File: src/rtl/alu_op_decoder.sv
// Purpose: RV32I decode stage; turns instruction words into alu_op, register indices and immediate.
// Latency: 1 cycle from an accepted instruction to the outputs when the buffer is empty.
// Backpressure: 2-entry output buffer; in_ready is state-registered (low only when FULL), no comb ready path.
//
// Ports:
//   clock, reset_n        rising-edge clock, asynchronous active-low reset
//   flush                 synchronous drop of buffered and incoming instructions
//   in_valid/in_ready     instruction handshake; instr is the 32-bit RV32I word
//   out_valid/out_ready   head-entry handshake towards execute
//   alu_op,rs1,rs2,rd,imm,illegal  decoded fields of the registered head entry
module alu_op_decoder #(
  parameter int unsigned XLEN       = 32,
  parameter logic [3:0]  ILLEGAL_OP = 4'd15
) (
  input  logic            clock,
  input  logic            reset_n,
  input  logic            flush,
  input  logic            in_valid,
  output logic            in_ready,
  input  logic [31:0]     instr,
  output logic            out_valid,
  input  logic            out_ready,
  output logic [3:0]      alu_op,
  output logic [4:0]      rs1,
  output logic [4:0]      rs2,
  output logic [4:0]      rd,
  output logic [XLEN-1:0] imm,
  output logic            illegal
);

  typedef struct packed {
    logic [3:0]      alu_op;
    logic [4:0]      rs1;
    logic [4:0]      rs2;
    logic [4:0]      rd;
    logic [XLEN-1:0] imm;
    logic            illegal;
  } entry_t;

  typedef enum logic [1:0] {
    EMPTY = 2'd0,
    HALF  = 2'd1,
    FULL  = 2'd2
  } state_t;

  localparam logic [6:0] OPC_OP     = 7'b0110011;
  localparam logic [6:0] OPC_OP_IMM = 7'b0010011;
  localparam logic [6:0] OPC_LOAD   = 7'b0000011;
  localparam logic [6:0] OPC_STORE  = 7'b0100011;
  localparam logic [6:0] OPC_BRANCH = 7'b1100011;

  localparam logic [6:0] F7_BASE = 7'b0000000;
  localparam logic [6:0] F7_ALT  = 7'b0100000;

  localparam logic [3:0] ALU_ADD = 4'd0;
  localparam logic [3:0] ALU_SUB = 4'd1;
  localparam logic [3:0] ALU_SLL = 4'd2;
  localparam logic [3:0] ALU_SRL = 4'd3;
  localparam logic [3:0] ALU_SRA = 4'd4;
  localparam logic [3:0] ALU_AND = 4'd5;
  localparam logic [3:0] ALU_OR  = 4'd6;
  localparam logic [3:0] ALU_XOR = 4'd7;
  localparam logic [3:0] ALU_EQ  = 4'd8;
  localparam logic [3:0] ALU_GE  = 4'd9;
  localparam logic [3:0] ALU_LT  = 4'd10;
  localparam logic [3:0] ALU_NE  = 4'd11;

  // Shared by register and immediate ALU forms. Immediate forms ignore
  // funct7 except for shifts, where it selects logical/arithmetic.
  // Returns {legal, op}.
  function automatic logic [4:0] alu_decode(input logic [2:0] f3,
                                            input logic [6:0] f7,
                                            input logic       is_imm);
    logic [4:0] r;
    r = 5'd0;
    case (f3)
      3'b000: begin
        if (is_imm || f7 == F7_BASE) r = {1'b1, ALU_ADD};
        else if (f7 == F7_ALT)       r = {1'b1, ALU_SUB};
      end
      3'b001: if (f7 == F7_BASE) r = {1'b1, ALU_SLL};
      3'b101: begin
        if (f7 == F7_BASE)     r = {1'b1, ALU_SRL};
        else if (f7 == F7_ALT) r = {1'b1, ALU_SRA};
      end
      3'b111: if (is_imm || f7 == F7_BASE) r = {1'b1, ALU_AND};
      3'b110: if (is_imm || f7 == F7_BASE) r = {1'b1, ALU_OR};
      3'b100: if (is_imm || f7 == F7_BASE) r = {1'b1, ALU_XOR};
      3'b010: if (is_imm || f7 == F7_BASE) r = {1'b1, ALU_LT};
      default: r = 5'd0;
    endcase
    return r;
  endfunction

  logic [6:0]      opcode;
  logic [2:0]      f3;
  logic [6:0]      f7;
  logic [XLEN-1:0] imm_i;
  logic [XLEN-1:0] imm_s;
  logic [XLEN-1:0] imm_b;
  logic [XLEN-1:0] imm_sh;

  assign opcode = instr[6:0];
  assign f3     = instr[14:12];
  assign f7     = instr[31:25];
  assign imm_i  = {{(XLEN-12){instr[31]}}, instr[31:20]};
  assign imm_s  = {{(XLEN-12){instr[31]}}, instr[31:25], instr[11:7]};
  assign imm_b  = {{(XLEN-13){instr[31]}}, instr[31], instr[7], instr[30:25], instr[11:8], 1'b0};
  assign imm_sh = {{(XLEN-5){1'b0}}, instr[24:20]};

  entry_t     dec;
  logic       op_ok;
  logic [3:0] op_code;

  always_comb begin
    dec     = '0;
    op_ok   = 1'b0;
    op_code = ALU_ADD;
    dec.rs1 = instr[19:15];
    dec.rs2 = instr[24:20];
    dec.rd  = instr[11:7];
    case (opcode)
      OPC_OP: {op_ok, op_code} = alu_decode(f3, f7, 1'b0);
      OPC_OP_IMM: begin
        {op_ok, op_code} = alu_decode(f3, f7, 1'b1);
        dec.rs2 = '0;
        dec.imm = (f3 == 3'b001 || f3 == 3'b101) ? imm_sh : imm_i;
      end
      OPC_LOAD: begin
        op_ok   = 1'b1;
        dec.rs2 = '0;
        dec.imm = imm_i;
      end
      OPC_STORE: begin
        op_ok   = 1'b1;
        dec.imm = imm_s;
      end
      OPC_BRANCH: begin
        dec.imm = imm_b;
        op_ok   = 1'b1;
        case (f3)
          3'b000:  op_code = ALU_EQ;
          3'b001:  op_code = ALU_NE;
          3'b100:  op_code = ALU_LT;
          3'b101:  op_code = ALU_GE;
          default: op_ok   = 1'b0;  // bltu/bgeu and reserved encodings
        endcase
      end
      default: op_ok = 1'b0;
    endcase
    dec.illegal = ~op_ok;
    dec.alu_op  = op_ok ? op_code : ILLEGAL_OP;
  end

  // Two-entry buffer: head drives the outputs, tail holds the second entry.
  state_t state_q, state_d;
  entry_t head_q, tail_q;
  logic   push, pop;
  logic   ld_head_in, ld_head_tail, ld_tail;

  assign in_ready  = (state_q != FULL);
  assign out_valid = (state_q != EMPTY);
  assign push      = in_valid & in_ready;
  assign pop       = out_valid & out_ready;

  always_comb begin
    state_d      = state_q;
    ld_head_in   = 1'b0;
    ld_head_tail = 1'b0;
    ld_tail      = 1'b0;
    if (flush) begin
      state_d = EMPTY;
    end else begin
      case (state_q)
        EMPTY: begin
          if (push) begin
            state_d    = HALF;
            ld_head_in = 1'b1;
          end
        end
        HALF: begin
          if (push && pop) begin
            ld_head_in = 1'b1;  // head retires, new entry replaces it
          end else if (push) begin
            state_d = FULL;
            ld_tail = 1'b1;
          end else if (pop) begin
            state_d = EMPTY;
          end
        end
        FULL: begin
          if (pop) begin
            state_d      = HALF;
            ld_head_tail = 1'b1;
          end
        end
        default: state_d = EMPTY;
      endcase
    end
  end

  always_ff @(posedge clock or negedge reset_n) begin
    if (!reset_n) state_q <= EMPTY;
    else          state_q <= state_d;
  end

  always_ff @(posedge clock or negedge reset_n) begin
    if (!reset_n) begin
      head_q <= '0;
      tail_q <= '0;
    end else begin
      if (ld_head_in)        head_q <= dec;
      else if (ld_head_tail) head_q <= tail_q;
      if (ld_tail)           tail_q <= dec;
    end
  end

  assign alu_op  = head_q.alu_op;
  assign rs1     = head_q.rs1;
  assign rs2     = head_q.rs2;
  assign rd      = head_q.rd;
  assign imm     = head_q.imm;
  assign illegal = head_q.illegal;

endmodule

File: config.mk
export PLATFORM = sky130hd
export DESIGN_NAME = alu_op_decoder
export DESIGN_NICKNAME = d
export VERILOG_FILES = /design/src/rtl/alu_op_decoder.sv
export SDC_FILE = /design/constraint.sdc
export NUM_CORES = 1
export LEC_CHECK = 0
export CAP_MARGIN = 20
export CORE_MARGIN = 4
export CORE_UTILIZATION = 45
export DETAILED_ROUTE_END_ITERATION = 8
export PLACE_DENSITY = 0.77
export SYNTH_ARGS = -nofsm -noshare
export SYNTH_HDL_FRONTEND = slang
export SYNTH_SLANG_ARGS = --single-unit
File: constraint.sdc
create_clock -name clock -period 3.5 [get_ports clock]
set_clock_uncertainty 0.15 [all_clocks]
set_input_delay 0.7 -clock clock [delete_from_list [all_inputs] [get_ports clock]]
set_output_delay 0.7 -clock clock [all_outputs]
set_load 0.03 [all_outputs]
==> impl_metrics.csv, run 1 <==
group,metric,value,unit
yosys,synth_edf_count,0,
setup_path,critical-path-max-stage-delay,790,ps
setup_path,path_cells,"clkdlybuf4s50_1",
setup_path,arrival,1810,ps
yosys,synth_seq_cells,68,
yosys,yosysWarnings,0,
clock_tree,cts_buffer_depth,2,
routing,post_drt_wl_per_cell,16.80,um
sta,worst_pin_slew,1047,ps
setup_path,crit_required,2650,ps
routing,routed.top_layer,"met4",
die,ioPinCount,91,
power,pwr-share-clk,28.8,%
sta,max_freq,0.3753,GHz
setup_path,startpoint,"imm[30]",
power,pwr_density_cell,458.4,nW/um2
clock_tree,post-cts-setup-buffers,0,
die,die_area,8821,um2
routing,wl,8367,um
yosys,syn_nets,364,
cells_and_area,areaGrowthSynthToFinish,31.75,%
job,maxCapViolations,0,
clock_tree,cts_resized,0,
die,rows,31,
clock_tree,cts_tree,"built",
placement,placed_cells,483,
routing,drtIter0Drc,212,
setup_path,endpoint_kind,"output pin",
die,start_util,46.05,%
yosys,synthFlopType,"dfrtp_1",
sta,whs,148.3,ps
power,p_comb_share,23.2,%
placement,dpl.hpwl,5838,um
clock_tree,cts_sinks,68,
grt,grt_max_degree,49,
power,p_leak,1.867,nW
power,ir_drop,265.2,uV
setup_path,r2r-start,"state_q[0]",
placement,pre_cts_slack,564.4,ps
cells_and_area,finalNonFillerCells,498,
placement,io_buffers,90,
die,core-area,7214,um2
worst_hold_path,min_path_type,"in2async",
clock_tree,insertion_delay,330,ps
sta,maxSlewHeadroom,30.16,%
power,power.total,2.006,mW
grt,overflow,0,
cells_and_area,final_nets,433,
setup_path,critPathLaunchType,"flip-flop",
sta,setup_tns,0,ps
yosys,netlist_instances,327,
sta,final-hold-violation-count,0,
routing,wl_met2,4021,um
sta,finalWorstSetupSlack,835.4,ps
routing,via_count,2746,
placement,globalplace.congestion,0.9767,
cells_and_area,nFillCells,625,
power,p_int,1.419,mW
sta,setup-violations-final,0,
power,seqPwrFrac,48.0,%
grt,grt_first_pass_wirelength,13440,um
cells_and_area,antenna_cells,0,
routing,first_pass_iters,4,
clock_tree,ctsHoldBuffers,0,
setup_path,path_buf_inv,1,
sta,period_share,76.13,%
grt,first_global_vias,2765,
routing,ant_nets,0,
clock_tree,cts_root_buffer,"clkbuf_8",
yosys,avgSynthCellArea,10.16,um2
cells_and_area,fin_util,60.67,%
clock_tree,clkTransAtPathRegs,70,ps
yosys,async_flop_share,100.0,%
routing,m1WireLength,3685,um
yosys,synthDistinctLibCells,46,
setup_path,cp_top_family,"buffers and inverters",
routing,wl_met3,436,um
yosys,yosysSeqAreaShare,51.22,%
run_status,status,"complete, no violations",
routing,via_per_inst,5.514,
sta,fin_crit,2665,ps
grt,grt_usage,19.67,%
die,fp.dieH,93.92,um
die,fp.dieW,93.92,um
clock_tree,htreeDepth,3,
cells_and_area,drive_above_1_share,12.28,%
yosys,netlist_area,3322,um2
cells_and_area,fin_area,4377,um2
sta,grt_setup_unrepaired,"no",
setup_path,crit_slowest_cell,"clkdlybuf4s50_1",
grt,antenna_found_initial,0,
power,p_switching,0.5877,mW
clock_tree,cts_buffers,9,
routing,drc_errors,0,
power,sw_frac_of_total,29.29,%
setup_path,cp_max_fo,21,
setup_path,crit_type,"reg2out",
placement,placed_cell_area,4182,um2
sta,final_max_slew_viol_count,0,
[state kept, by name, summed over array words and instances (netlist names)]
register,flops
rs1,5
tail_q,33
alu_op,4
rd,5
illegal,1
state_q,2
imm,13
rs2,5
[cell families (layout without fill, tap and decap cells)]
logic type / count (synthesis) / in the layout / synth area share, %
multiplexers: 13 / 13 / 4.369
buffers and inverters: 46 / 118 / 7.759
flip-flops: 68 / 68 / 51.22
AO/OA/AOI/OAI: 95 / 95 / 19.47
AND/OR/NAND/NOR: 105 / 105 / 17.18
[cell type report]
cell class	count	area (um2)	share of cell area (%)
clock buffers	12	165.2	3.774
clock inverters	2	10.01	0.2287
inverters	7	26.28	0.6003
multi-input cells	213	1376	31.45
flip-flops and latches	68	1702	38.88
well taps	99	123.9	2.830
repair buffers	97	973.4	22.24
[cell usage in the layout, fill, tap and decap left out, types with 2 or more instances in the layout]
cell,netlist,routed
nor3_1,4,3
inv_1,7,7
mux2_2,12,12
nor4_1,3,3
clkinv_2,0,2
buf_12,0,2
nor2_1,8,7
o21ai_0,24,24
a21boi_0,3,3
a22o_1,7,7
a222oi_1,7,7
nor3_2,1,2
o22a_1,2,2
nor2_2,2,3
a31oi_1,2,2
dfrtp_1,68,68
clkbuf_8,0,12
clkdlybuf4s50_1,0,89
nand2_1,50,50
a21oi_1,13,13
nand2b_1,6,6
nand3_1,3,3
nor2b_1,14,14
a211oi_1,10,10
buf_4,20,5
a22oi_1,20,20
[synth_stat cells (all sizes together), types with 2 or more instances]
master,count,area (um2)
a211oi,10,75.07
a21boi,3,22.52
a21oi,13,65.06
a222oi,7,70.07
a22o,8,71.32
a22oi,20,150.1
a31oi,2,12.51
buf,29,193.9
clkbuf,10,37.54
dfrtp,68,1702
inv,7,26.28
mux2,12,135.1
nand2,50,187.7
nand2b,6,37.54
nand3,4,25.02
nor2,10,42.54
nor2b,14,87.58
nor3,5,30.03
nor3b,2,25.02
nor4,5,52.55
o21ai,25,125.1
o22a,2,17.52
[power groups by stage]
stage | clock network, mW | registers (mW) | logic, mW
finish | 0.578 | 0.962 | 0.466
floorplan | 0 | 1.05 | 0.172
detailed placement | 0 | 0.977 | 0.465
CTS | 0.588 | 0.963 | 0.467
global route | 0.627 | 0.979 | 0.501
global placement | 0 | 0.971 | 0.453
[layer usage]
metal	vias up	global-route usage, %
li1	1290	-
met1	1352	25.61
met2	85	31.11
met3	19	3.766
met4	0	10.23
met5	-	0
[path summary, 6_finish.rpt]
kind                       cells past startpoint  slack, ps    endpoint
min                                            1        150  tail_q[38]
min in group clock                             2        330      rs1[1]
max reg2reg                                    5       1400   alu_op[3]
max                                            1        840     imm[16]
min reg2reg                                    2        330      rs1[1]
max in group asynchronous                      2       2520  tail_q[12]
No activity file was read; power rests on OpenSTA's default activity.
==> inputs of run 2 (changes only) <==
==> constraint.sdc (replaced) <==
create_clock -name clock -period 2.5 [get_ports clock]
set_clock_uncertainty 0.15 [all_clocks]
set_input_delay 0.5 -clock clock [delete_from_list [all_inputs] [get_ports clock]]
set_output_delay 0.5 -clock clock [all_outputs]
set_load 0.03 [all_outputs]
==> run 2 against run 1 <==
Against the previous run:
- non-clock buffer count grew 18
- via count grew 0.91%
- worst setup slack lost 680 ps
- cell area grew 4.0%
- worst hold slack lost 130 ps
- largest power group unchanged
- highest routed layer unchanged
==> impl_metrics.csv, run 2 (same netlist as run 1, synthesis figures left out) <==
group,metric,value,unit
run_status,status,"complete, no violations",
die,ioPinCount,91,
routing,via_per_inst,5.349,
setup_path,crit_slowest_cell,"clkdlybuf4s50_1",
sta,fin_crit,2340,ps
grt,grt_max_degree,69,
cells_and_area,antenna_cells,0,
cells_and_area,areaGrowthSynthToFinish,37.02,%
worst_hold_path,min_path_type,"in2async",
cells_and_area,nFillCells,616,
die,rows,31,
placement,io_buffers,90,
clock_tree,insertion_delay,340,ps
setup_path,critical-path-max-stage-delay,710,ps
setup_path,path_cells,"nand2b_1 -> clkdlybuf4s50_1",
clock_tree,ctsHoldBuffers,0,
sta,final_max_slew_viol_count,0,
cells_and_area,final_common_cell,"clkdlybuf4s50_1",
die,fp.dieH,93.92,um
sta,period_share,93.61,%
grt,overflow,0,
placement,placed_cell_area,4329,um2
clock_tree,cts_tree,"built",
setup_path,arrival,1690,ps
routing,drc_errors,0,
routing,post_drt_wl_per_cell,16.24,um
placement,globalplace.congestion,0.8595,
cells_and_area,seq_area,1703,um2
sta,whs,14.58,ps
cells_and_area,drive_above_1_share,16.71,%
job,maxCapViolations,0,
sta,grt_setup_unrepaired,"no",
die,core-area,7214,um2
setup_path,crit_type,"reg2out",
setup_path,crit_required,1850,ps
clock_tree,cts_buffers,9,
grt,first_global_vias,2759,
power,ir_drop,456.0,uV
clock_tree,cts_root_buffer,"clkbuf_8",
power,pwr_density_cell,651.7,nW/um2
sta,worst_pin_slew,386.5,ps
routing,via_count,2771,
grt,grt_first_pass_wirelength,13750,um
die,start_util,46.05,%
die,fp.dieW,93.92,um
setup_path,cp_max_fo,6,
routing,ant_nets,0,
setup_path,endpoint_kind,"output pin",
sta,max_freq,0.4273,GHz
clock_tree,cts_buffer_depth,2,
routing,first_pass_iters,5,
cells_and_area,fin_util,63.09,%
die,die_area,8821,um2
grt,grt_usage,19.74,%
clock_tree,clkTransAtPathRegs,70,ps
sta,setup-violations-final,0,
cells_and_area,final_nets,451,
sta,maxSlewHeadroom,74.21,%
cells_and_area,final_cell_mix,"clkdlybuf4s50_1 (89), dfrtp_1 (67), nand2_1 (50), o21ai_0 (24), buf_4 (22)",
sta,final-hold-violation-count,0,
routing,drtIter0Drc,177,
cells_and_area,multi_input_area,1376,um2
cells_and_area,top_register,"tail_q",
cells_and_area,fin_area,4552,um2
sta,finalWorstSetupSlack,159.7,ps
setup_path,critPathLaunchType,"flip-flop",
clock_tree,cts_sinks,68,
grt,antenna_found_initial,0,
routing,wl,8413,um
power,p_leak,1.965,nW
cells_and_area,largest_reg_flops,33,
placement,dpl.hpwl,5743,um
clock_tree,htreeDepth,3,
power,power.total,2.966,mW
placement,pre_cts_slack,-138.1,ps
## run 2: cell types whose count changed in the layout (fill, tap and decap cells not counted), sizes merged
cell | before | now
bufinv | 0 | 1
clkinv | 2 | 1
clkinvlp | 0 | 2
inv | 7 | 8
clkbuf | 12 | 11
buf | 8 | 26
## run 2: repair_timing
item,in CTS,in global routing
endpoints found under the setup margin,14,0
buffers inserted,0,0
gates resized for setup,1,0
## run 2: area by class of cell
| cell class | count | area share, % |
|---|---|---|
| Clock inverter | 5 | 1.292 |
| Timing Repair Buffer | 115 | 24.44 |
| Multi-Input combinational cell | 213 | 30.24 |
| Sequential cell | 68 | 37.41 |
| Clock buffer | 11 | 3.326 |
| Tap cell | 99 | 2.721 |
| Inverter | 7 | 0.5772 |
## run 2: power breakdown
part / switching [mW] / internal (mW)
Sequential: 0.0848 / 1.26
Clock: 0.437 / 0.517
Combinational: 0.356 / 0.312
## run 2: through the flow
stage          setup TNS (ps)  cells
6_report                    0    518
5_1_grt                     0    518
4_1_cts                     0    517
3_5_place_dp            -1934    501
3_3_place_gp           -767.8    501
2_1_floorplan               0    327
## run 2: path summary, 6_finish.rpt
check	from	endpoint	slack [ps]	cells past startpoint
worst max-delay path	state_q[0]	in_ready	160	2
worst min-delay path	reset_n	rs2[2]	10	2
worst max register to register	state_q[0]	rs2[1]	530	6
worst min register to register	rd[2]	rd[2]	340	2
max in group asynchronous	reset_n	imm[30]	1880	2
min in group clock	rd[2]	rd[2]	340	2
## run 2: critical path, delay by kind of cell (launching register included)
family,cells,cell delay [ps]
DFF,1,430
buffers and inverters,1,710
and+or+nand+nor,1,220
## run 2: metal layers
metal / up-vias / share of wire [%] / GRT usage [%]
met5: - / 0 / 0
met2: 73 / 50 / 30.93
li1: 1331 / - / -
met4: 0 / 1.2 / 6.258
met3: 8 / 5.5 / 5.288
met1: 1359 / 43 / 26.70
==> inputs of run 3 (changes only) <==
--- a/config.mk
+++ b/config.mk
@@ -7,9 +7,9 @@
 export LEC_CHECK = 0
 export CAP_MARGIN = 20
 export CORE_MARGIN = 4
-export CORE_UTILIZATION = 45
+export CORE_UTILIZATION = 35
 export DETAILED_ROUTE_END_ITERATION = 8
-export PLACE_DENSITY = 0.77
+export PLACE_DENSITY = 0.63
 export SYNTH_ARGS = -nofsm -noshare
 export SYNTH_HDL_FRONTEND = slang
 export SYNTH_SLANG_ARGS = --single-unit
==> run 3 against run 2 <==
Against the previous run:
- flip-flop and latch count unchanged
- critical path type unchanged
- register-to-register slack improved by 100 ps
- global-route usage decreased by 3.3 points
==> impl_metrics.csv, run 3 (same netlist as run 1, synthesis figures left out) <==
group,metric,value,unit
run_status,status,"complete, no violations",
die,die_area,11110,um2
power,pwr_density_cell,687.1,nW/um2
cells_and_area,nFillCells,845,
die,fp.dieH,105.4,um
sta,fin_crit,2323,ps
placement,globalplace.congestion,0.9270,
die,start_util,35.95,%
setup_path,rr_endpoint,"imm[9]",
routing,via_count,2774,
cells_and_area,finalNonFillerCells,553,
grt,grt_first_pass_wirelength,14550,um
setup_path,crit_required,1850,ps
sta,grt_setup_unrepaired,"no",
sta,final-hold-violation-count,0,
grt,first_global_vias,2839,
setup_path,critPathLaunchType,"flip-flop",
clock_tree,clkTransAtPathRegs,80,ps
setup_path,endpoint_kind,"output pin",
sta,final_max_slew_viol_count,0,
cells_and_area,drive_above_1_share,17.45,%
setup_path,arrival,1670,ps
job,maxCapViolations,0,
sta,max_freq,0.4305,GHz
setup_path,cp_max_fo,6,
power,ir_drop,381.6,uV
die,ioPinCount,91,
cells_and_area,final_cell_mix,"clkdlybuf4s50_1 (89), dfrtp_1 (67), nand2_1 (50), buf_4 (26), o21ai_0 (24)",
routing,via_per_inst,5.016,
power,p_leak,2.021,nW
cells_and_area,final_common_cell,"clkdlybuf4s50_1",
setup_path,critical_path.endpoint,"in_ready",
placement,dpl.hpwl,6373,um
grt,antenna_found_initial,0,
sta,period_share,92.92,%
grt,grt_usage,16.41,%
clock_tree,cts_sinks,68,
routing,post_drt_wl_per_cell,16.20,um
setup_path,crit_type,"reg2out",
grt,overflow,0,
placement,pre_cts_slack,-166.9,ps
routing,drtIter0Drc,134,
die,core-area,9240,um2
placement,io_buffers,90,
sta,worst_pin_slew,495.1,ps
setup_path,startpoint,"state_q[0]",
clock_tree,insertion_delay,340,ps
cells_and_area,antenna_cells,0,
routing,first_pass_iters,7,
routing,wl,8960,um
clock_tree,cts_buffers,9,
clock_tree,htreeDepth,3,
cells_and_area,areaGrowthSynthToFinish,41.21,%
sta,finalWorstSetupSlack,177.1,ps
cells_and_area,largest_reg_flops,33,
setup_path,r2r-start,"state_q[0]",
clock_tree,cts_buffer_depth,2,
die,rows,35,
setup_path,crit_slowest_cell,"clkdlybuf4s50_1",
setup_path,cp_top_family,"buffers and inverters",
setup_path,critical-path-max-stage-delay,700,ps
setup_path,path_buf_inv,1,
cells_and_area,final_nets,456,
die,fp.dieW,105.4,um
sta,setup_tns,0,ps
setup_path,worstSetupPathDepth,2,
setup_path,r2r_slack,630,ps
sta,maxSlewHeadroom,66.99,%
setup_path,path_cells,"nand2b_1 -> clkdlybuf4s50_1",
grt,grt_max_degree,40,
sta,setup-violations-final,0,
cells_and_area,top_register,"tail_q",
clock_tree,cts_tree,"built",
routing,ant_nets,0,
placement,placed_cells,536,
setup_path,rr_worst_depth,6,
clock_tree,cts_root_buffer,"clkbuf_8",
worst_hold_path,min_path_type,"reg2reg",
routing,drc_errors,0,
-- run 3: timing repair --
item                                    CTS  global route
resized for setup                         1             0
endpoints found under the setup margin   20             0
hold buffers                              1             0
endpoints found under the hold margin    20             0
buffers inserted                          0             0
-- run 3: report_power, final --
group | leakage (nW) | internal, mW | total [mW] | switching, mW
Sequential | 0.862 | 1.26 | 1.35 | 0.0898
Combinational | 1.03 | 0.318 | 0.673 | 0.355
Clock | 0.133 | 0.762 | 1.20 | 0.439
-- run 3: area by class of cell --
class                      count  area [um2]  share of cell area [%]
clock inverter                 7       138.9                   2.961
clock buffer                   9       123.9                   2.641
multi-input combinational    213        1376                   29.34
tap                          129       161.4                   3.441
inverter                       7       26.28                  0.5601
sequential                    68        1703                   36.30
timing repair buffer         120        1161                   24.75
-- run 3: stage by stage --
| step | util, % | hold slack [ps] | instance area (um2) | power (mW) |
|---|---|---|---|---|
| 2_1_floorplan | - | 54.41 | 3322 | 1.717 |
| 3_3_place_gp | 47.80 | 312.3 | 4417 | 2.030 |
| 3_5_place_dp | 47.80 | 311.8 | 4417 | 2.047 |
| 4_1_cts | 50.77 | 337.7 | 4691 | 3.261 |
| 5_1_grt | 50.77 | 360.7 | 4691 | 3.375 |
| 6_report | 50.77 | 333.0 | 4691 | 3.223 |
-- run 3: per-layer routing --
metal,part of all wire [%],global-route usage [%],up-vias
met4,1.6,7.029,0
met3,5.4,3.797,10
li1,-,-,1338
met5,0,0,-
met2,48,25.82,75
met1,45,21.62,1351
-- run 3: how the worst min path moves through the flow --
stage                           from    endpoint  slack (ps)  depth (start not counted)
after floorplan              reset_n   alu_op[0]          50                          0
after global placement    tail_q[50]  tail_q[50]         310                          2
after detailed placement      rs1[2]      rs1[2]         310                          2
after CTS                 tail_q[50]  tail_q[50]         340                          2
after global routing       tail_q[3]   tail_q[3]         360                          2
final                     tail_q[50]  tail_q[50]         330                          2
-- run 3: worst register-to-register path: stages, from the launching register on --
cell,delay [ps]
dfrtp_1,430
nand2b_1,230
nor3b_4,350
nor2_2,100
buf_12,170
a222oi_1,260
inv_1,80
